===== config.mk =====
export PLATFORM = sky130hd
export DESIGN_NAME = rtc_bus_scheduler
export DESIGN_NICKNAME = d
export VERILOG_FILES = /design/src/rtl/rtc_bus_scheduler_pkg.sv /design/src/rtl/rtc_bus_scheduler_period_timer.sv /design/src/rtl/rtc_bus_scheduler.sv
export SDC_FILE = /design/constraint.sdc
export NUM_CORES = 1
export LEC_CHECK = 0
export CORE_AREA = 2 2 91 93
export CTS_CLUSTER_SIZE = 30
export DETAILED_ROUTE_END_ITERATION = 10
export DIE_AREA = 0 0 93 95
export GPL_TIMING_DRIVEN = 0
export PLACE_DENSITY = 0.54
export SLEW_MARGIN = 20
export SYNTH_ARGS = -nofsm -noshare
export SYNTH_HDL_FRONTEND = slang
export SYNTH_SLANG_ARGS = --single-unit
export TNS_END_PERCENT = 30

===== constraint.sdc =====
create_clock -name clk -period 1.7 [get_ports clk]
set_input_delay 0.255 -clock clk [delete_from_list [all_inputs] [get_ports clk]]
set_output_delay 0.255 -clock clk [all_outputs]
set_load 0.005 [all_outputs]

===== src/rtl/rtc_bus_scheduler_pkg.sv =====
// Shared encodings for the RTC bus scheduler: grant codes, FSM states and the
// released-bus pin pattern.
package rtc_sched_pkg;

    typedef enum logic [1:0] {
        GNT_NONE = 2'b00,
        GNT_INIT = 2'b01,
        GNT_ESC  = 2'b10,
        GNT_LEER = 2'b11
    } grant_e;

    typedef enum logic [1:0] {
        IDLE  = 2'b00,
        START = 2'b01,
        RUN   = 2'b10,
        GAP   = 2'b11
    } state_e;

    localparam logic [3:0] CTRL_IDLE = 4'b1111;

    // {a_d, cs, rd, wr}: the FPGA owns the data bus while selected and not reading.
    function automatic logic drives_bus(input logic [3:0] ctrl);
        return (ctrl[2] == 1'b0) && (ctrl[1] == 1'b1);
    endfunction

endpackage


===== src/rtl/rtc_bus_scheduler_period_timer.sv =====
// Free-running period counter; tick is high for the one cycle in which the
// count sits at PERIOD-1, i.e. on the edge where it wraps.
module rtc_period_timer #(
    parameter logic [26:0] PERIOD = 27'd50_000_000
) (
    input  logic clk,
    input  logic reset,
    output logic tick
);

    logic [26:0] cnt_q;
    logic [26:0] cnt_d;
    logic        wrap_s;

    assign wrap_s = (cnt_q == (PERIOD - 27'd1));
    assign tick   = wrap_s;

    // Next count: wrap to zero at the end of the period.
    always_comb begin
        if (wrap_s) begin
            cnt_d = 27'd0;
        end else begin
            cnt_d = cnt_q + 27'd1;
        end
    end

    // Counter register.
    always_ff @(posedge clk or posedge reset) begin
        if (reset) begin
            cnt_q <= 27'd0;
        end else begin
            cnt_q <= cnt_d;
        end
    end

endmodule


===== src/rtl/rtc_bus_scheduler.sv =====
// Arbitrates the shared RTC parallel bus between the INIT, ESC and LEER
// sequencers: latches requests, grants by fixed priority, muxes pins, times out.
module rtc_bus_scheduler
    import rtc_sched_pkg::*;
#(
    parameter logic [26:0] READ_PERIOD = 27'd50_000_000,
    parameter logic [8:0]  TIMEOUT     = 9'd300,
    parameter logic [3:0]  GAP_CYCLES  = 4'd4
) (
    input  logic       clk,
    input  logic       reset,
    input  logic       req_esc,
    output logic       go_init,
    output logic       go_esc,
    output logic       go_leer,
    input  logic       done_init,
    input  logic       done_esc,
    input  logic       done_leer,
    input  logic [3:0] ctrl_init,
    input  logic [3:0] ctrl_esc,
    input  logic [3:0] ctrl_leer,
    output logic       a_d,
    output logic       cs,
    output logic       rd,
    output logic       wr,
    output logic       bus_oe,
    output logic [1:0] grant,
    output logic       busy,
    output logic       err_timeout
);

    state_e      state_q;
    grant_e      grant_q;
    logic [8:0]  tmo_q;
    logic [3:0]  gap_q;
    logic        err_q;

    logic        pend_init_q, pend_esc_q, pend_leer_q;
    logic        pend_init_d, pend_esc_d, pend_leer_d;
    logic        tick_s;
    logic        idle_s, take_init_s, take_esc_s, take_leer_s;
    logic [3:0]  ctrl_sel_s;
    logic        done_sel_s;
    logic [3:0]  pins_s;

    rtc_period_timer #(
        .PERIOD (READ_PERIOD)
    ) u_period_timer (
        .clk   (clk),
        .reset (reset),
        .tick  (tick_s)
    );

    assign idle_s      = (state_q == IDLE);
    assign take_init_s = idle_s && pend_init_q;
    assign take_esc_s  = idle_s && !pend_init_q && pend_esc_q;
    assign take_leer_s = idle_s && !pend_init_q && !pend_esc_q && pend_leer_q;

    // Pending flags: a grant to a slot clears it even if a new request arrives on that edge.
    always_comb begin
        pend_init_d = pend_init_q && !take_init_s;
        if (take_esc_s) begin
            pend_esc_d = 1'b0;
        end else begin
            pend_esc_d = pend_esc_q || req_esc;
        end
        if (take_leer_s) begin
            pend_leer_d = 1'b0;
        end else begin
            pend_leer_d = pend_leer_q || tick_s;
        end
    end

    // Pending flag registers; INIT is owed a run after every reset.
    always_ff @(posedge clk or posedge reset) begin
        if (reset) begin
            pend_init_q <= 1'b1;
            pend_esc_q  <= 1'b0;
            pend_leer_q <= 1'b0;
        end else begin
            pend_init_q <= pend_init_d;
            pend_esc_q  <= pend_esc_d;
            pend_leer_q <= pend_leer_d;
        end
    end

    // Scheduler FSM with grant, timeout, gap and sticky error registers.
    always_ff @(posedge clk or posedge reset) begin
        if (reset) begin
            state_q <= IDLE;
            grant_q <= GNT_NONE;
            tmo_q   <= 9'd0;
            gap_q   <= 4'd0;
            err_q   <= 1'b0;
        end else begin
            case (state_q)
                IDLE: begin
                    if (take_init_s) begin
                        grant_q <= GNT_INIT;
                        state_q <= START;
                    end else if (take_esc_s) begin
                        grant_q <= GNT_ESC;
                        state_q <= START;
                    end else if (take_leer_s) begin
                        grant_q <= GNT_LEER;
                        state_q <= START;
                    end else begin
                        state_q <= IDLE;
                    end
                end
                START: begin
                    tmo_q   <= 9'd0;
                    state_q <= RUN;
                end
                RUN: begin
                    if (done_sel_s) begin
                        gap_q   <= 4'd0;
                        state_q <= GAP;
                    end else if (tmo_q == (TIMEOUT - 9'd1)) begin
                        err_q   <= 1'b1;
                        gap_q   <= 4'd0;
                        state_q <= GAP;
                    end else begin
                        tmo_q <= tmo_q + 9'd1;
                    end
                end
                GAP: begin
                    if (gap_q == (GAP_CYCLES - 4'd1)) begin
                        grant_q <= GNT_NONE;
                        state_q <= IDLE;
                    end else begin
                        gap_q <= gap_q + 4'd1;
                    end
                end
                default: begin
                    grant_q <= GNT_NONE;
                    state_q <= IDLE;
                end
            endcase
        end
    end

    // Route the granted sequencer's lines; only its done is honoured.
    always_comb begin
        case (grant_q)
            GNT_INIT: begin
                ctrl_sel_s = ctrl_init;
                done_sel_s = done_init;
            end
            GNT_ESC: begin
                ctrl_sel_s = ctrl_esc;
                done_sel_s = done_esc;
            end
            GNT_LEER: begin
                ctrl_sel_s = ctrl_leer;
                done_sel_s = done_leer;
            end
            default: begin
                ctrl_sel_s = CTRL_IDLE;
                done_sel_s = 1'b0;
            end
        endcase
        if ((state_q == START) || (state_q == RUN)) begin
            pins_s = ctrl_sel_s;
        end else begin
            pins_s = CTRL_IDLE;
        end
    end

    assign {a_d, cs, rd, wr} = pins_s;
    assign bus_oe      = (state_q == RUN) && drives_bus(pins_s);
    assign go_init     = (state_q == START) && (grant_q == GNT_INIT);
    assign go_esc      = (state_q == START) && (grant_q == GNT_ESC);
    assign go_leer     = (state_q == START) && (grant_q == GNT_LEER);
    assign grant       = grant_q;
    assign busy        = (state_q != IDLE);
    assign err_timeout = err_q;

endmodule


; ---- Word level (Yosys, flattened, before mapping)
; Cells that the tools add are included.
[totals]
ff_bits = 48
[op_classes]
addsub = 3
eq_ne = 15
n_mux = 24
bitwise_logic = 2
reduce_logical = 27
[op_table]
columns = operator, count
row1 = "27-bit by 1-bit adder with 27-bit output, second input constant", 1
row2 = "27-bit by 26-bit == test with 1-bit output, second input constant", 1
row3 = 27-bit 2-to-1 mux, 1
row4 = 9-bit 2-to-1 mux, 2
row5 = 9-bit one-hot mux with 2 select lines, 1
row6 = 4-bit 2-to-1 mux, 4
row7 = 2-bit 2-to-1 mux, 6
row8 = 4-bit one-hot mux with 3 select lines, 1
row9 = 3-bit AND reduction, 4
row10 = 1-bit logical AND, 11
row11 = "9-bit by 1-bit adder with 9-bit output, second input constant", 1
row12 = "9-bit == test, second input constant", 1
row13 = "2-bit == test, second input constant", 4
row14 = "2-bit inequality test, second input constant", 4
row15 = 2-bit one-hot mux with 4 select lines, 1
row16 = 4-bit one-hot mux with 2 select lines, 1
row17 = 2-bit nonzero test, 4
row18 = 1-bit 2-to-1 mux, 5
row19 = "4-bit by 1-bit adder with 4-bit output, second input constant", 1
row20 = "2-bit by 1-bit == test with 1-bit output, second input constant", 2
row21 = "4-bit by 2-bit == test with 1-bit output, second input constant", 1
row22 = "4-bit by 1-bit inequality test with 1-bit output, second input constant", 1
row23 = 2-bit one-hot mux with 2 select lines, 1
row24 = 1-bit logical NOT, 3
row25 = 6 further kinds, 9

; ---- Longest topological paths before layout
; Gate-level depths: netlist of the first run.
[depth]
word_depth = 8
ltp_mapped = 7

; ---- Hierarchy
; Synthesis of the first run repeated with hierarchy kept, for this count alone.
[hier_totals]
hier_cells = 286
area_unflattened_um2 = 2803.9
[modules_own_cells]
columns = module, n_inst, cells_per_inst, area_each_um2, seq_area_each_um2
row1 = rtc_bus_scheduler, 1, 148, 1408.9, 526.8
row2 = rtc_period_timer, 1, 138, 1395.1, 675.6

; ---- Worst setup path before layout of the first run
; Ideal clock, no wire load.
[synth_path]
kind = reg-to-reg
from = register state_q[0]
to = register state_q[0]
arrival_time_ns = 1.651
t_required_ns = 1.575
setup_slack_ns = -0.075
path_stages_with_launch = 7
path_buffers = 1
path_cell_list = dfrtp_1 -> inv_1 -> ha_1 -> clkbuf_1 -> o211ai_1 -> o21ai_0 -> mux2_2
[synth_between]
elab_chain_cells = 8
word_cells_on_any_way = 16
[synth_rtl]
columns = element, line_no
row1 = start: declaration, rtc_bus_scheduler.sv:32  ; state_e state_q;
row2 = start signal: assignment, rtc_bus_scheduler.sv:90  ; state_q <= IDLE;
row3 = start signal: assignment, rtc_bus_scheduler.sv:100  ; state_q <= START;
row4 = start signal: assignment, rtc_bus_scheduler.sv:103  ; state_q <= START;
row5 = 2-bit logical NOT, "rtc_bus_scheduler.sv:54, rtc_bus_scheduler.sv:96"
row6 = 1-bit logical AND, "rtc_bus_scheduler.sv:56, rtc_bus_scheduler.sv:57"
row7 = 1-bit logical AND (2 in series), rtc_bus_scheduler.sv:57  ; assign take_leer_s = idle_s && !pend_init_q && !pend_esc_q && pend_leer_q;
row8 = 1-bit 2-to-1 mux, rtc_bus_scheduler.sv:104  ; end else if (take_leer_s) begin
row9 = 1-bit 2-to-1 mux, rtc_bus_scheduler.sv:101  ; end else if (take_esc_s) begin
row10 = 1-bit 2-to-1 mux, rtc_bus_scheduler.sv:98  ; if (take_init_s) begin
row11 = 2-bit one-hot mux with 4 select lines, rtc_bus_scheduler.sv:96  ; case (state_q)
; Parallel ways exist; a longest one is shown, timed or not.
; A chain may end at the register's enable or synchronous reset.

; ---- Final worst setup path of the first run
[layout_path]
from = register grant_q[1] (netlist: grant[1])
to = output bus_oe
[layout_between]
elab_chain_cells = 6
word_cells_on_any_way = 8
[layout_rtl]
columns = element, line_no
row1 = start: declaration, rtc_bus_scheduler.sv:33  ; grant_e grant_q;
row2 = start signal: assignment, rtc_bus_scheduler.sv:91  ; grant_q <= GNT_NONE;
row3 = start signal: assignment, rtc_bus_scheduler.sv:99  ; grant_q <= GNT_INIT;
row4 = start signal: assignment, rtc_bus_scheduler.sv:102  ; grant_q <= GNT_ESC;
row5 = 2-bit == test / 2-bit by 1-bit == test with 1-bit output (equally long branches), rtc_bus_scheduler.sv:145  ; case (grant_q)
row6 = 4-bit one-hot mux with 3 select lines (*), rtc_bus_scheduler.sv:145
row7 = 4-bit 2-to-1 mux (*), rtc_bus_scheduler.sv:163  ; if ((state_q == START) || (state_q == RUN)) begin
row8 = 1-bit NOT, rtc_bus_scheduler_pkg.sv:23  ; return (ctrl[2] == 1'b0) && (ctrl[1] == 1'b1);
row9 = 1-bit logical AND (*), rtc_bus_scheduler_pkg.sv:23
row10 = 1-bit logical AND (*), rtc_bus_scheduler.sv:171  ; assign bus_oe = (state_q == RUN) && drives_bus(pins_s);
row11 = end: declaration, rtc_bus_scheduler.sv:26  ; output logic bus_oe,
; Mark *: on every way between the ends. The rest lies on a longest branch, timed or not.

==> results.md, run 1 <==
Outcome:
- The flow ran to the end, but the final reports show violations.
- The checks that failed: setup timing.

Routing:
- The via count of the routed design is approximately 2300.
- After detailed routing, the average wire length per cell comes to 14.7 µm.
- After detailed routing, the number of remaining DRC violations is 0.
- The total detailed-routing wirelength is roughly 6600 µm.
- After the first detailed-routing iteration, the DRC count stood at 96.
- The final antenna-violating net count is 0.
- The first-pass detailed-route iteration total is 4.
- In the routed layout, each cell is associated on average with a via count of just over 5.

Finish:
- The final-stage net count is around 360.
- Leaving out fill and tap cells, the most frequent cells in the layout are sky130_fd_sc_hd__dfrtp_1 (32), sky130_fd_sc_hd__buf_4 (26), sky130_fd_sc_hd__nand2_1 (21), sky130_fd_sc_hd__clkdlybuf4s50_1 (20).
- The ratio of cells with drive above 1 in the final layout is 0.359.
- Excluding fillers, the count of instances in the completed layout stands at about 450.
- The design area is roughly 0.0038 mm².
- After filler insertion, the fill cell instance count of the layout stands at 753.
- The library cell used most frequently in the layout, excluding fill and tap cells, is sky130_fd_sc_hd__dfrtp_1.
- 0 antenna diodes ended up in the layout.
- The area growth from synthesis to layout is 43.2%.
- At the end of the flow the core is filled with cells to 0.479.

Pwr:
- The design draws ~4.5 mW.
- Power spread over the standard cell area amounts to 1190 mW/mm².
- The analysis attributes to cell leakage a power of 1.65 nW.
- The maximum ir drop on the vdd rail is around 0.00066 V.

Floorplan:
- In this run the standard cell core region covers 0.00793 mm².
- The die is between 90 and 100 µm tall.
- In this run the count of I/O pins placed on the die edge is 30.
- The initialized floorplan defines 33 standard-cell rows.
- The die is approximately 93 µm wide.
- The die covers slightly below 0.009 mm².
- For this configuration, the core starts out at a cell density of 0.334.

Hold path:
- The path class of the tightest hold or removal check is in2async.

Worst setup path:
- The maximum net fanout on the critical path is 6.
- The kind of start point of the critical path is a flop.
- STA classifies the critical path endpoint as an output port.
- The critical path data arrival time is about 1600 ps.
- For this design, the slowest cell found on the critical path is sky130_fd_sc_hd__dfrtp_1.
- The signal on the critical path passes through buf_8 -> mux2_4 -> o22ai_2 -> nand2_2 -> nor3b_2 -> buf_2.
- In this design, the stage delay of the slowest critical-path cell is just over 400 ps.
- The required time of the worst setup path is about 1400 ps.
- The critical path class is reg2out.

Clocking:
- The hold buffer count at cts is 0.
- The maximum level of the CTS H-tree is 2.
- The clock latency reported for the late side of the worst-skew pair is roughly 300 ps.
- The clock net in this run drives a total of 48 sinks.
- The clock-pin slew of the registers on the worst-case setup and hold paths is 100 ps.
- The root buffer cell chosen for the clock tree is sky130_fd_sc_hd__clkbuf_8.
- The CTS tree is yes.
- The clock buffer count from CTS is 5.
- The maximum buffer depth of the clock tree is 2.

STA:
- At the pin with the least slew margin, the transition time is slightly below 600 ps.
- The setup slack of the critical path after layout is -150 ps.
- The worst hold margin is about 260 ps.
- The portion of the clock cycle consumed by the worst path in the final layout is 1.09.
- The hold violation count in the final report is 0.
- For the finished layout, the period the worst path requires is 1850 ps.
- Setup repair after global routing could not meet its margin everywhere.
- The count of final setup violators is 16.
- The worst clock skew is 11.7 ps.
- Derived from the worst setup path, the maximum achievable clock frequency is about 540 MHz.
- The tightest slew margin relative to the limit is 0.601.
- The total negative slack for setup checks is -1130 ps.
- The final max-slew violation count was 0.

Logic synthesis:
- The share of async-settable or async-resettable flops after synthesis is 1.00.
- The Yosys step of the flow raised 0 warnings.
- After technology mapping, the gate count stands at roughly 270.
- The number of nets handed over by synthesis was roughly 300.
- In this run, synthesis inferred 0 flip-flops with an integrated enable.
- The number of register bits inferred by synthesis is between 40 and 50.
- The sequential fraction of the synthesis area is 0.454.
- In this run, distinct cell masters in the synthesized netlist total 47.
- The post-synth design cell area is ~0.0027 mm².
- The mean area per synthesized cell is 9.74 µm².
- The leading register cell type out of synthesis is sky130_fd_sc_hd__dfrtp_1.

Global route:
- The number of antenna violations at the first check in global routing is 0.
- For this run the aggregate overflow at the end of global routing stands at 0.
- The all-layer global routing usage is 0.153.
- The maximum number of pins on one net before global-route repair is 31.
- The wire length of the first global-routing pass is ~11000 µm.
- The number of global-route vias before repair is about 2300.

Placement:
- Before CTS, the worst setup slack after placement is -594 ps.
- Once placement completed, the tool counted placed cells totaling 407.
- The number of port buffers is 29.
- The detailed-placement wirelength estimate is around 4200 µm.
- In this run the cell area measured after placement is slightly above 0.003 mm².
- Routability-driven placement finished with a final weighted congestion of just under 0.8.

Run:
- The count of max-cap constraint violations is 0.
## worst max-delay path, delay by kind of cell (launching register included)
family	cells	cell delay, ps
and+or+nand+nor	2	220
buffers and inverters	2	270
DFF	1	410
muxes	1	290
AOI/OAI and AO/OA	1	100
## synth_stat cells, types with 4 or more instances
cell type,number,area [µm²]
sky130_fd_sc_hd__and3_1,5,31.3
sky130_fd_sc_hd__nor3_1,6,30.0
sky130_fd_sc_hd__o22ai_1,4,25.0
sky130_fd_sc_hd__or3_1,7,43.8
sky130_fd_sc_hd__dfrtp_1,47,1180
sky130_fd_sc_hd__nand4_1,7,43.8
sky130_fd_sc_hd__nand2_1,22,82.6
sky130_fd_sc_hd__xnor2_1,10,87.6
sky130_fd_sc_hd__o21ai_0,14,70.1
sky130_fd_sc_hd__nor2_1,17,63.8
sky130_fd_sc_hd__mux2_2,5,56.3
sky130_fd_sc_hd__xor2_1,8,70.1
sky130_fd_sc_hd__nand3_1,17,85.1
sky130_fd_sc_hd__inv_1,18,67.6
sky130_fd_sc_hd__ha_1,7,87.6
sky130_fd_sc_hd__and4_1,4,35.0
sky130_fd_sc_hd__a21oi_1,6,30.0
sky130_fd_sc_hd__o211ai_1,5,37.5
sky130_fd_sc_hd__nor4_1,6,37.5
sky130_fd_sc_hd__mux2i_1,8,80.1
## cells by family (layout without fill, tap and decap cells)
group | after synthesis | in the layout | synth area share
compound gates | 47 | 47 | 0.114
buf+inv | 23 | 91 | 0.0335
mux | 13 | 13 | 0.0515
flops | 48 | 48 | 0.454
xor+xnor | 18 | 18 | 0.0595
simple gates | 116 | 116 | 0.254
fa+ha+maj | 7 | 7 | 0.0330
## worst paths after layout
check | startpoint | endpoint | slack, ps | depth (start not counted)
worst max-delay path | grant[1]$_DFFE_PP0P_ | bus_oe | -150 | 6
worst min-delay path | reset | u_period_timer.cnt_q[6]$_DFF_PP0_ | 260 | 2
worst max register to register | grant[1]$_DFFE_PP0P_ | tmo_q[5]$_DFFE_PP0P_ | -130 | 8
worst min register to register | u_period_timer.cnt_q[22]$_DFF_PP0_ | u_period_timer.cnt_q[22]$_DFF_PP0_ | 470 | 1
max in group asynchronous | reset | pend_init_q$_DFF_PP1_ | 850 | 3
min in group clk | u_period_timer.cnt_q[22]$_DFF_PP0_ | u_period_timer.cnt_q[22]$_DFF_PP0_ | 470 | 1
## sequential cells by signal, indices dropped and copies added, names as in the netlist
| register | cells |
|---|---|
| err_timeout | 1 |
| gap_q | 4 |
| grant | 2 |
| pend_esc_q | 1 |
| pend_init_q | 1 |
| pend_leer_q | 1 |
| state_q | 2 |
| tmo_q | 9 |
| u_period_timer.cnt_q | 27 |
## layout make-up
type | instances | area (µm²) | share of cell area
multi-input cells | 201 | 1670 | 0.439
flip-flops and latches | 48 | 1220 | 0.322
repair buffers | 61 | 536 | 0.141
well taps | 105 | 131 | 0.0346
clock buffers | 6 | 82.6 | 0.0218
inverters | 18 | 72.6 | 0.0191
plain buffers | 4 | 45.0 | 0.0119
clock inverters | 2 | 38.8 | 0.0102
## metal layers
layer | vias to the layer above | track usage | part of all wire
li1 | 1136 | - | -
met1 | 1123 | 0.209 | 0.47
met2 | 29 | 0.244 | 0.48
met3 | 9 | 0.0343 | 0.029
met4 | 0 | 0.0466 | 0.015
met5 | - | 0 | 0
## where the power goes
part | internal [mW] | switching, mW | total [mW]
clock | 0.482 | 0.404 | 0.886
combinational | 1.16 | 1.06 | 2.22
sequential | 1.28 | 0.140 | 1.42
## repair_timing
action                     CTS  global route
setup endpoints to repair   39            41
pin swaps                   21            23
cloned                       1             1
buffers inserted            16            13
gates resized for setup     76            62
Note: power is estimated with default switching activity, not from simulation.
==> run 2, diff against run 1 <==
- CORE_AREA: 2 2 91 93 -> 2 2 76 78
- DIE_AREA: 0 0 93 95 -> 0 0 78 80
- GPL_TIMING_DRIVEN: 0 -> 1
- HOLD_SLACK_MARGIN: not set -> 0.02
- PLACE_DENSITY: 0.54 -> 0.73
==> results.md, run 2 (synthesized netlist as in run 1, its figures left out) <==
STA:
- Setup repair after global routing could not meet its margin everywhere.
- Derived from the worst setup path, the maximum achievable clock frequency is approximately 520 MHz.
- After layout, the minimum clock period comes to 1910 ps.
- The hold violation count in the final report is 0.
- For the pin with the worst max-slew slack, the measured transition is roughly 360 ps.
- The final max-slew violation count is 0.
- Dividing the final minimum period by the clock period gives 1.13.
- The worst clock skew is approximately 3 ps.
- In the post-route analysis, the smallest setup slack over all paths is -215 ps.
- The worst hold margin is approximately 250 ps.
- The tightest slew margin relative to the limit is 0.759.
- The count of final setup violators is 22.
- Adding up every negative setup slack in the final design gives -2700 ps.

Routing:
- The first detailed-routing pass took 4 iterations.
- The final antenna-violating net count is 0.
- In the routed design, unresolved DRC markers number 0.
- Summed over all layers, the routed wires come to roughly 6600 µm.
- In the routed layout, each cell is associated on average with a via count of between 5 and 6.
- The detail-routed net length per standard cell is approximately 15 µm.
- Detailed routing inserted a total of roughly 2400 vias.
- In this run, the number of DRC markers left after iteration 0 of detailed routing was around 110.

Clocking:
- The H-tree generated during clock tree synthesis spans 2 levels.
- Hold repair after CTS inserted 0 buffers.
- Clock-pin slew was measured on the worst setup and hold paths at 90 ps.
- The clock passes through at most 2 buffers.
- For this design, the sink count on the clock tree is 48.
- The CTS tree is yes.
- The later pin in the worst-skew pair is clocked with a latency of just under 300 ps.
- The buffer cell driving the clock tree root is sky130_fd_sc_hd__clkbuf_8.
- Counting the buffers created by CTS gives 5.

Floorplan:
- The initial standard-cell utilization of the core is 0.490.
- The number of placement rows is 27.
- The I/O pin total is 30.
- In this run the horizontal extent of the chip is just under 80 µm.
- The die covers ~0.0062 mm².
- The core region area is 0.00541 mm².
- The die is 80 µm tall.

Finish:
- With fillers left out, the area of the finished cells amounts to ~0.0038 mm².
- The filler cell count is between 300 and 400.
- Leaving out fill and tap cells, the most frequent cell in the layout is sky130_fd_sc_hd__buf_4.
- The share of the core filled with cells in the final layout is 0.694.
- The repair_antennas step left the layout with diodes totalling 0.
- For this run, the post-layout net count is 388.
- Compared with the post-synthesis result, the final layout area differs by 41.6%.
- The register with the most flip-flops in the layout has 27 of them.
- The register with the most flip-flops is u_period_timer.cnt_q.
- The largest registers in the layout are u_period_timer.cnt_q: 27 flops, tmo_q: 9 flops, gap_q: 4 flops.
- Of the cells placed in the final design, the portion with a size suffix greater than 1 is 0.321.
- The finished layout holds approximately 440 standard cells, fillers aside.
- The top cell types in the final layout, fill and taps aside, are sky130_fd_sc_hd__buf_4 (52), sky130_fd_sc_hd__dfrtp_1 (47), sky130_fd_sc_hd__nand2_1 (22), sky130_fd_sc_hd__clkdlybuf4s50_1 (20), sky130_fd_sc_hd__nand3_1 (17).

Worst setup path:
- The worst-case reg-to-reg path depth is 9.
- At the worst endpoint, the arrival time is 2130 ps.
- The kind of start point of the critical path is a flop.
- The worst reg2reg path startpoint is grant[1]$_DFFE_PP0P_.
- In this run the register-to-register setup slack is -210 ps.
- The kind of end point of the critical path is a flop.
- The worst setup path is of the reg2reg kind.
- The required time of the worst setup path is about 1900 ps.
- In this run the critical register-to-register path is captured at tmo_q[5]$_DFFE_PP0P_.
- Along the worst path, the maximum fanout reaches 8.

Global route:
- The maximum number of pins on one net before global-route repair is 23.
- In the global route stage, overall resource usage came out at 0.219.
- The wire length of the first global-routing pass is between 10000 and 15000 µm.
- The number of antenna violations at the first check in global routing is 0.
- After global routing the overflow that remains totals 0.
- The number of global-route vias before repair came to around 2400.

Placement:
- The number of placed cells counting well taps is approximately 420.
- In this run the tool buffered the top-level ports with 29 buffer cells.
- The area of placed instances is around 0.0034 mm².
- Detailed placement finished with a half-perimeter wire length of between 4000 and 5000 µm.
- The congestion estimate from routability-driven global placement came to 0.914.
- The setup slack at placement is -476 ps.

Pwr:
- Internal power comes to ~2.9 mW.
- The cell area power density is 1230 mW/mm².
- Of the total power, the share spent switching nets is 0.362.
- Of the total power, the clock network draws 0.142.
- The leakage dissipation is ~1.7 nW.
- The part of the total power dissipated in sequential elements is 0.300.
- The maximum ir drop on the vdd rail is 0.00100 V.
- The analysis attributes to net switching a power of 1.67 mW.
- Of the total power, combinational logic draws 0.557.
- The overall power of the completed layout is about 4.6 mW.

Outcome:
- The checks that failed: setup timing.
- The run finished, with violations left.

Run:
- The count of max-cap constraint violations is 0.

Hold path:
- In this run the worst hold path is classified as in2async.
[run 2: cell count changes in the layout (fill, tap and decap cells not counted), moves of 3 or more]
cell / previous run / this run
sky130_fd_sc_hd__nor2_2: 4 / 1
sky130_fd_sc_hd__dfrtp_1: 32 / 47
sky130_fd_sc_hd__dfrtp_2: 15 / 0
sky130_fd_sc_hd__nor2_1: 12 / 15
sky130_fd_sc_hd__buf_4: 26 / 52
sky130_fd_sc_hd__nor4_2: 1 / 4
[run 2: final cells by class]
| cell class | instances | area [µm²] | area share |
|---|---|---|---|
| Multi-Input combinational cell | 201 | 1560 | 0.415 |
| Sequential cell | 48 | 1200 | 0.320 |
| Timing Repair Buffer | 89 | 754 | 0.201 |
| Tap cell | 72 | 90.1 | 0.0240 |
| Clock buffer | 7 | 76.3 | 0.0203 |
| Inverter | 18 | 67.6 | 0.0180 |
| Clock inverter | 1 | 5.00 | 0.00133 |
[run 2: worst max-delay path by stage]
stage | start | slack [ps] | to | cells after the start
2_1_floorplan | grant[1]$_DFFE_PP0P_ | -8 | bus_oe | 5
3_3_place_gp | ctrl_init[2] | -360 | bus_oe | 6
3_5_place_dp | ctrl_init[1] | -480 | bus_oe | 6
4_1_cts | grant[1]$_DFFE_PP0P_ | -210 | tmo_q[5]$_DFFE_PP0P_ | 9
5_1_grt | grant[1]$_DFFE_PP0P_ | -300 | tmo_q[5]$_DFFE_PP0P_ | 9
6_report | grant[1]$_DFFE_PP0P_ | -210 | tmo_q[5]$_DFFE_PP0P_ | 9
[run 2: worst max-delay path: stages (launching register included)]
cell and delay [ps]:
sky130_fd_sc_hd__dfrtp_1 430, sky130_fd_sc_hd__buf_6 130, sky130_fd_sc_hd__buf_6 90, sky130_fd_sc_hd__buf_6 100, sky130_fd_sc_hd__mux2i_4 230, sky130_fd_sc_hd__o211ai_1 140, sky130_fd_sc_hd__buf_4 200, sky130_fd_sc_hd__buf_6 120
sky130_fd_sc_hd__or3_1 300, sky130_fd_sc_hd__o211ai_1 90
[run 2: power groups by stage]
stage	sequential (mW)	combinational, mW	clock (mW)
2_1_floorplan	1.40	0.982	0
3_3_place_gp	1.39	1.91	0
3_5_place_dp	1.39	1.96	0
4_1_cts	1.38	2.34	0.668
5_1_grt	1.40	2.79	0.722
6_report	1.39	2.58	0.657
[run 2: repair_timing]
item	4_1_cts	5_1_grt
gates resized for setup	67	19
cloned	0	0
buffers inserted	8	1
pin swaps	13	8
setup endpoints to repair	28	39
[run 2: metal layers]
| metal | track usage | wire [µm] | up-vias |
|---|---|---|---|
| met2 | 0.367 | 3290 | 42 |
| met4 | 0.0474 | 79 | 0 |
| met3 | 0.0419 | 188 | 6 |
| li1 | - | - | 1174 |
| met5 | 0 | 0 | - |
| met1 | 0.297 | 3070 | 1161 |
